File: src/rtl/vend_panel_arbiter.sv
// vend_panel_arbiter: round-robin session arbiter that shares one vending core
// between two customer panels. It grants a session, selects the item on the core,
// forwards the granted panel's coins and closes the session on release/change return.
// Optional feature: define VEND_ARB_TIMEOUT_EN to abandon PAY sessions that see no
// accepted coin for TIMEOUT_CYC cycles.
//
// state     | meaning
// ----------+------------------------------------------------------------
// S_IDLE    | no session; arbitrate pending requests
// S_SEL     | one-cycle item-select pulse to the core
// S_PAY     | forward granted panel's coins, wait for item release
// S_SETTLE  | one cycle after release; sample change-return
// S_RC_WAIT | core still returning change
module vend_panel_arbiter #(
    parameter int TIMEOUT_CYC = 64,
    parameter int CNT_W       = 7
) (
    input  logic       clk,
    input  logic       reset,
    input  logic [1:0] req,
    input  logic [1:0] item0,
    input  logic [1:0] item1,
    input  logic [1:0] dollar_10,
    input  logic [1:0] dollar_50,
    input  logic [2:0] core_item_rels,
    input  logic       core_change_return,
    output logic [1:0] gnt,
    output logic       busy,
    output logic       core_sel,
    output logic [1:0] core_item,
    output logic       core_dollar_10,
    output logic       core_dollar_50,
    output logic [1:0] coin_reject,
    output logic [1:0] vend_done,
    output logic       timeout_abort
);

    if (2 ** CNT_W <= TIMEOUT_CYC) begin : g_cfg_err
        $error("CNT_W too narrow to hold TIMEOUT_CYC");
    end

    typedef enum logic [2:0] {S_IDLE, S_SEL, S_PAY, S_SETTLE, S_RC_WAIT} state_t;

    state_t     state, state_nx;
    logic       last_grant, last_grant_nx;   // also the owner of the current session
    logic       coin_seen, coin_seen_nx;
    logic [1:0] gnt_nx, core_item_nx, coin_reject_nx, vend_done_nx;
    logic       busy_nx, core_sel_nx, dollar_10_nx, dollar_50_nx;
    logic       win, in_pay, own_10, own_50, own_req, coin_ok;
    logic       unused_rels;

    assign unused_rels = ^core_item_rels[1:0];

    assign in_pay  = (state == S_PAY);
    assign own_10  = dollar_10[last_grant];
    assign own_50  = dollar_50[last_grant];
    assign own_req = req[last_grant];
    // A simultaneous 10+50 pulse is ambiguous and is bounced rather than forwarded.
    assign coin_ok = in_pay & (own_10 ^ own_50);

`ifdef VEND_ARB_TIMEOUT_EN
    localparam logic [CNT_W-1:0] CNT_LAST = CNT_W'(TIMEOUT_CYC - 1);
    logic [CNT_W-1:0] idle_cnt, idle_cnt_nx;
    logic             abort_nx;
`endif

    // Next-state and next-output decode for the session FSM.
    always_comb begin
        state_nx       = state;
        last_grant_nx  = last_grant;
        coin_seen_nx   = coin_seen;
        gnt_nx         = gnt;
        core_sel_nx    = 1'b0;
        core_item_nx   = core_item;
        dollar_10_nx   = 1'b0;
        dollar_50_nx   = 1'b0;
        vend_done_nx   = 2'b00;
        win            = 1'b0;
`ifdef VEND_ARB_TIMEOUT_EN
        idle_cnt_nx    = '0;
        abort_nx       = 1'b0;
`endif
        coin_reject_nx[0] = (dollar_10[0] | dollar_50[0]) &
                            ~(in_pay & ~last_grant & (dollar_10[0] ^ dollar_50[0]));
        coin_reject_nx[1] = (dollar_10[1] | dollar_50[1]) &
                            ~(in_pay & last_grant & (dollar_10[1] ^ dollar_50[1]));

        case (state)
            S_IDLE: begin
                coin_seen_nx = 1'b0;
                if (|req) begin
                    win           = (req == 2'b11) ? ~last_grant : req[1];
                    state_nx      = S_SEL;
                    last_grant_nx = win;
                    gnt_nx        = win ? 2'b10 : 2'b01;
                    core_sel_nx   = 1'b1;
                    core_item_nx  = win ? item1 : item0;
                end
            end
            S_SEL: state_nx = S_PAY;
            S_PAY: begin
                if (coin_ok) begin
                    dollar_10_nx = own_10;
                    dollar_50_nx = own_50;
                    coin_seen_nx = 1'b1;
                end
                // A coin arriving with the request drop keeps the session alive.
                if (core_item_rels[2]) begin
                    state_nx = S_SETTLE;
                end else if (!own_req && !coin_seen && !coin_ok) begin
                    state_nx = S_IDLE;
                    gnt_nx   = 2'b00;
                end
`ifdef VEND_ARB_TIMEOUT_EN
                else if (!coin_seen && !coin_ok) begin
                    if (idle_cnt == CNT_LAST) begin
                        state_nx = S_IDLE;
                        gnt_nx   = 2'b00;
                        abort_nx = 1'b1;
                    end else begin
                        idle_cnt_nx = idle_cnt + CNT_W'(1);
                    end
                end
`endif
            end
            S_SETTLE: begin
                if (core_change_return) begin
                    state_nx = S_RC_WAIT;
                end else begin
                    state_nx     = S_IDLE;
                    gnt_nx       = 2'b00;
                    vend_done_nx = last_grant ? 2'b10 : 2'b01;
                end
            end
            S_RC_WAIT: begin
                if (!core_change_return) begin
                    state_nx     = S_IDLE;
                    gnt_nx       = 2'b00;
                    vend_done_nx = last_grant ? 2'b10 : 2'b01;
                end
            end
            default: state_nx = S_IDLE;
        endcase

        busy_nx = (state_nx != S_IDLE);
    end

    // State and registered outputs; reset parks the arbiter so panel 0 wins the first tie.
    always_ff @(posedge clk) begin
        if (reset) begin
            state          <= S_IDLE;
            last_grant     <= 1'b1;
            coin_seen      <= 1'b0;
            gnt            <= 2'b00;
            busy           <= 1'b0;
            core_sel       <= 1'b0;
            core_item      <= 2'b00;
            core_dollar_10 <= 1'b0;
            core_dollar_50 <= 1'b0;
            coin_reject    <= 2'b00;
            vend_done      <= 2'b00;
        end else begin
            state          <= state_nx;
            last_grant     <= last_grant_nx;
            coin_seen      <= coin_seen_nx;
            gnt            <= gnt_nx;
            busy           <= busy_nx;
            core_sel       <= core_sel_nx;
            core_item      <= core_item_nx;
            core_dollar_10 <= dollar_10_nx;
            core_dollar_50 <= dollar_50_nx;
            coin_reject    <= coin_reject_nx;
            vend_done      <= vend_done_nx;
        end
    end

`ifdef VEND_ARB_TIMEOUT_EN
    // No-coin timer for PAY and its abort pulse.
    always_ff @(posedge clk) begin
        if (reset) begin
            idle_cnt      <= '0;
            timeout_abort <= 1'b0;
        end else begin
            idle_cnt      <= idle_cnt_nx;
            timeout_abort <= abort_nx;
        end
    end
`else
    assign timeout_abort = 1'b0;
`endif

endmodule
File: config.mk
export PLATFORM = sky130hd
export DESIGN_NAME = vend_panel_arbiter
export DESIGN_NICKNAME = d
export VERILOG_FILES = /design/src/rtl/vend_panel_arbiter.sv
export SDC_FILE = /design/constraint.sdc
export NUM_CORES = 1
export LEC_CHECK = 0
export ABC_CLOCK_PERIOD_IN_PS = 2150
export CAP_MARGIN = 20
export CORE_MARGIN = 2
export CORE_UTILIZATION = 43
export DETAILED_ROUTE_END_ITERATION = 8
export PLACE_DENSITY = 0.79
export SLEW_MARGIN = 20
export SYNTH_ARGS = -nofsm -noshare
export SYNTH_HDL_FRONTEND = slang
export SYNTH_SLANG_ARGS = --single-unit
export TNS_END_PERCENT = 10
File: constraint.sdc
create_clock -name clk -period 2.15 [get_ports clk]
set_input_delay 0.5375 -clock clk [delete_from_list [all_inputs] [get_ports clk]]
set_output_delay 0.5375 -clock clk [all_outputs]
set_load 0.02 [all_outputs]
==> summary.txt <==
Finish
  • Final nets: 139
  • Non-Filler Instances: around 150
  • Area grow syn2layout: 36.66%
  • Diode count: 0
  • Share of cells above drive strength 1: 11.67%
  • Final Cell Area: 1147 um^2

Worst setup path
  • Worst EP arrival: around 2.2 ns
  • CP endpoint kind: flip-flop
  • Slowest CP cell: or4_4
  • Max incr delay on CP: 0.50 ns
  • Critical path, cell by cell: clkdlybuf4s50_1 > or4_4 > a31oi_4 > and4_4 > mux2_4
  • Crit-path max FO: 3
  • Worst setup path class: in -> reg
  • Startpoint Class: input port
  • Critical path required time: 2.34 ns

Place
  • Routability cong.: 0.8411
  • Detailed-placement wirelength estimate: 1.419 mm
  • IO Port Bufs: 25
  • Pre-CTS WS: -0.3413 ns
  • Cells after DPL: 141
  • Dpl cell area: approximately 1100 um^2

Global routing
  • Grt ovf: 0
  • Initial antenna violation count: 0
  • Largest net degree at the start of global routing: 11
  • Vias in the first global route: 660
  • GRT Overall Usage: 18.33%
  • First-pass GRT wire length: 2.911 mm

Clocking
  • Root buf cell: clkbuf_4
  • Max clock buf depth: 2
  • Clock Sinks: 17
  • CTS buffer count: 3
  • Clk slew on worst S/H paths: 0.10 ns
  • Cts hold-fix bufs: 0
  • Worst-skew pair later-pin latency: between 0.2 and 0.3 ns
  • CTS tree: yes
  • H-tree depth: 1
  • Setup bufs post-CTS: 0
  • PostCTS Resize Cnt: 2

Logic synthesis
  • Synthesis-stage register bit count: 17
  • Top post-synthesis cells by count: dfxtp_1, nor2_1, nand2_1
  • Synth area leaders: dfxtp_1, nor2_1, a311oi_1, mux2_4, nand2_1
  • Net Count, Synth: 110
  • Ys flop type: dfxtp_1
  • Most frequent cell after synthesis: dfxtp_1
  • EDFF count, synth: 0
  • Syn avg cell area: ~9.1 um^2
  • Post-synthesis sequential area ratio: 40.54%
  • Async SR Flop Fraction: 0%
  • Synthesis Warnings: 0
  • Post-synthesis cell area: 839.6 um^2
  • Yosys top cell area share: 40.54%
  • Cell taking the most area after synthesis: dfxtp_1
  • Cell variety after synth: 39
  • Mapped Cells: 92

Die
  • Num rows: 15
  • Die Ht: 48.19 um
  • Chip Width: roughly 48 um
  • Starting Density: 47.09%
  • I/O pins: 29
  • Die ar.: 2322 um^2
  • Core area: 1783 um^2

Outcome
  • Status: completed

Power
  • Leakage: 0.4738 nW
  • PD cells: 786.5 nW/um^2
  • Peak VDD IR: 0.0004048 V

Timing
  • Setup TNS: 0 ns
  • Setup violators final: 0
  • Fin crit share: 93.32%
  • Clk_skew: 0.0005136 ns
  • Tmin final: 2.006 ns
  • Final hold vios: 0
  • RSZ-0062 raised after global routing: false
  • Worst Slack Setup Final: 0.1436 ns
  • F_max: 498.4 MHz
  • Max Slew Vio Count: 0

Drt
  • Detail Route Antenna Nets: 0
  • DR vias: between 700 and 800
  • DRT Pass-1 Iters: 4
  • 1st-iter DRT viols: 13
  • # DRC: 0
  • Avg Vias per Cell: 5.290
  • Final WL: 1.804 mm
  • Wire length per cell: 12.44 um

Job
  • Max Cap Viol: 0

Hold path
  • Worst min-delay path class: reg -> reg
## report_power, final
part / switching [mW] / leakage (nW) / internal (mW)
Combinational: 0.167 / 0.319 / 0.174
Clock: 0.101 / 0.0150 / 0.0722
Sequential: 0.0311 / 0.140 / 0.358
Total: 0.299 / 0.474 / 0.604
## worst paths after layout
kind | cells past startpoint | to | from | slack (ns)
worst max-delay path | 5 | gnt[1] | req[0] | 0.14
worst min-delay path | 2 | core_item[1] | core_item[1] | 0.51
worst max register to register | 4 | last_grant | state[0] | 0.41
worst min register to register | 2 | core_item[1] | core_item[1] | 0.51
## area by class of cell
class,count,area (um^2)
clock buffer,4,26.28
multi-input combinational,63,441.7
inverter,6,22.52
sequential,17,340.3
fill,146,635.6
timing repair buffer,30,285.3
tap,25,31.28
## layout by cell type, fill, tap and decap left out, drive strengths merged, types with 2 or more instances in the layout
cell type	count
a21oi	2
a311oi	4
buf	5
clkbuf	4
clkdlybuf4s50	23
dfxtp	17
dlygate4sd2	2
ha	2
inv	6
mux2	2
mux2i	2
nand2	7
nand3	2
nor2	11
nor2b	3
nor3	4
nor3b	2
nor4	2
o21ai	2
or4	2
## cell families after synthesis
kind of cell	Yosys count	share of synthesized area, %
AOI/OAI and AO/OA	16	15.95
xor gates and xnor gates	2	2.087
adders and majority gates	2	2.980
buffers and inverters	12	6.855
DFF	17	40.54
muxes	4	5.961
other	1	0.4467
and+or+nand+nor	38	25.19
## routing by layer
metal / share of wire [%] / wire [um] / up-vias / track usage (%)
met1: 48 / 867 / 362 / 25.17
met2: 46 / 831 / 21 / 27.11
met3: 3.2 / 58 / 4 / 2.222
met5: 0 / 0 / - / 0
li1: - / - / 380 / -
met4: 2.5 / 46 / 0 / 11.35
## per-stage QoR
stage	utilization [%]	hold WS [ns]	power, mW
6_report	64.35	0.5116	0.9024
5_1_grt	64.35	0.5254	0.9524
4_1_cts	64.35	0.5124	0.9027
3_5_place_dp	63.02	0.4945	0.7372
3_3_place_gp	63.02	0.4931	0.7303
2_1_floorplan	-	0.4962	0.6189
## flip-flops by register name, indices dropped and copies added (netlist names)
signal	count
core_sel	1
state	3
core_dollar_10	1
last_grant	1
gnt	2
vend_done	2
busy	1
core_dollar_50	1
coin_seen	1
core_item	2
coin_reject	2
## critical path: cells and delay by family
| kind | cells | cell delay, ns |
|---|---|---|
| AO/OA/AOI/OAI | 1 | 0.17 |
| buffers and inverters | 1 | 0.42 |
| multiplexers | 1 | 0.30 |
| AND/OR/NAND/NOR | 2 | 0.76 |
No activity file was read; power rests on OpenSTA's default activity.
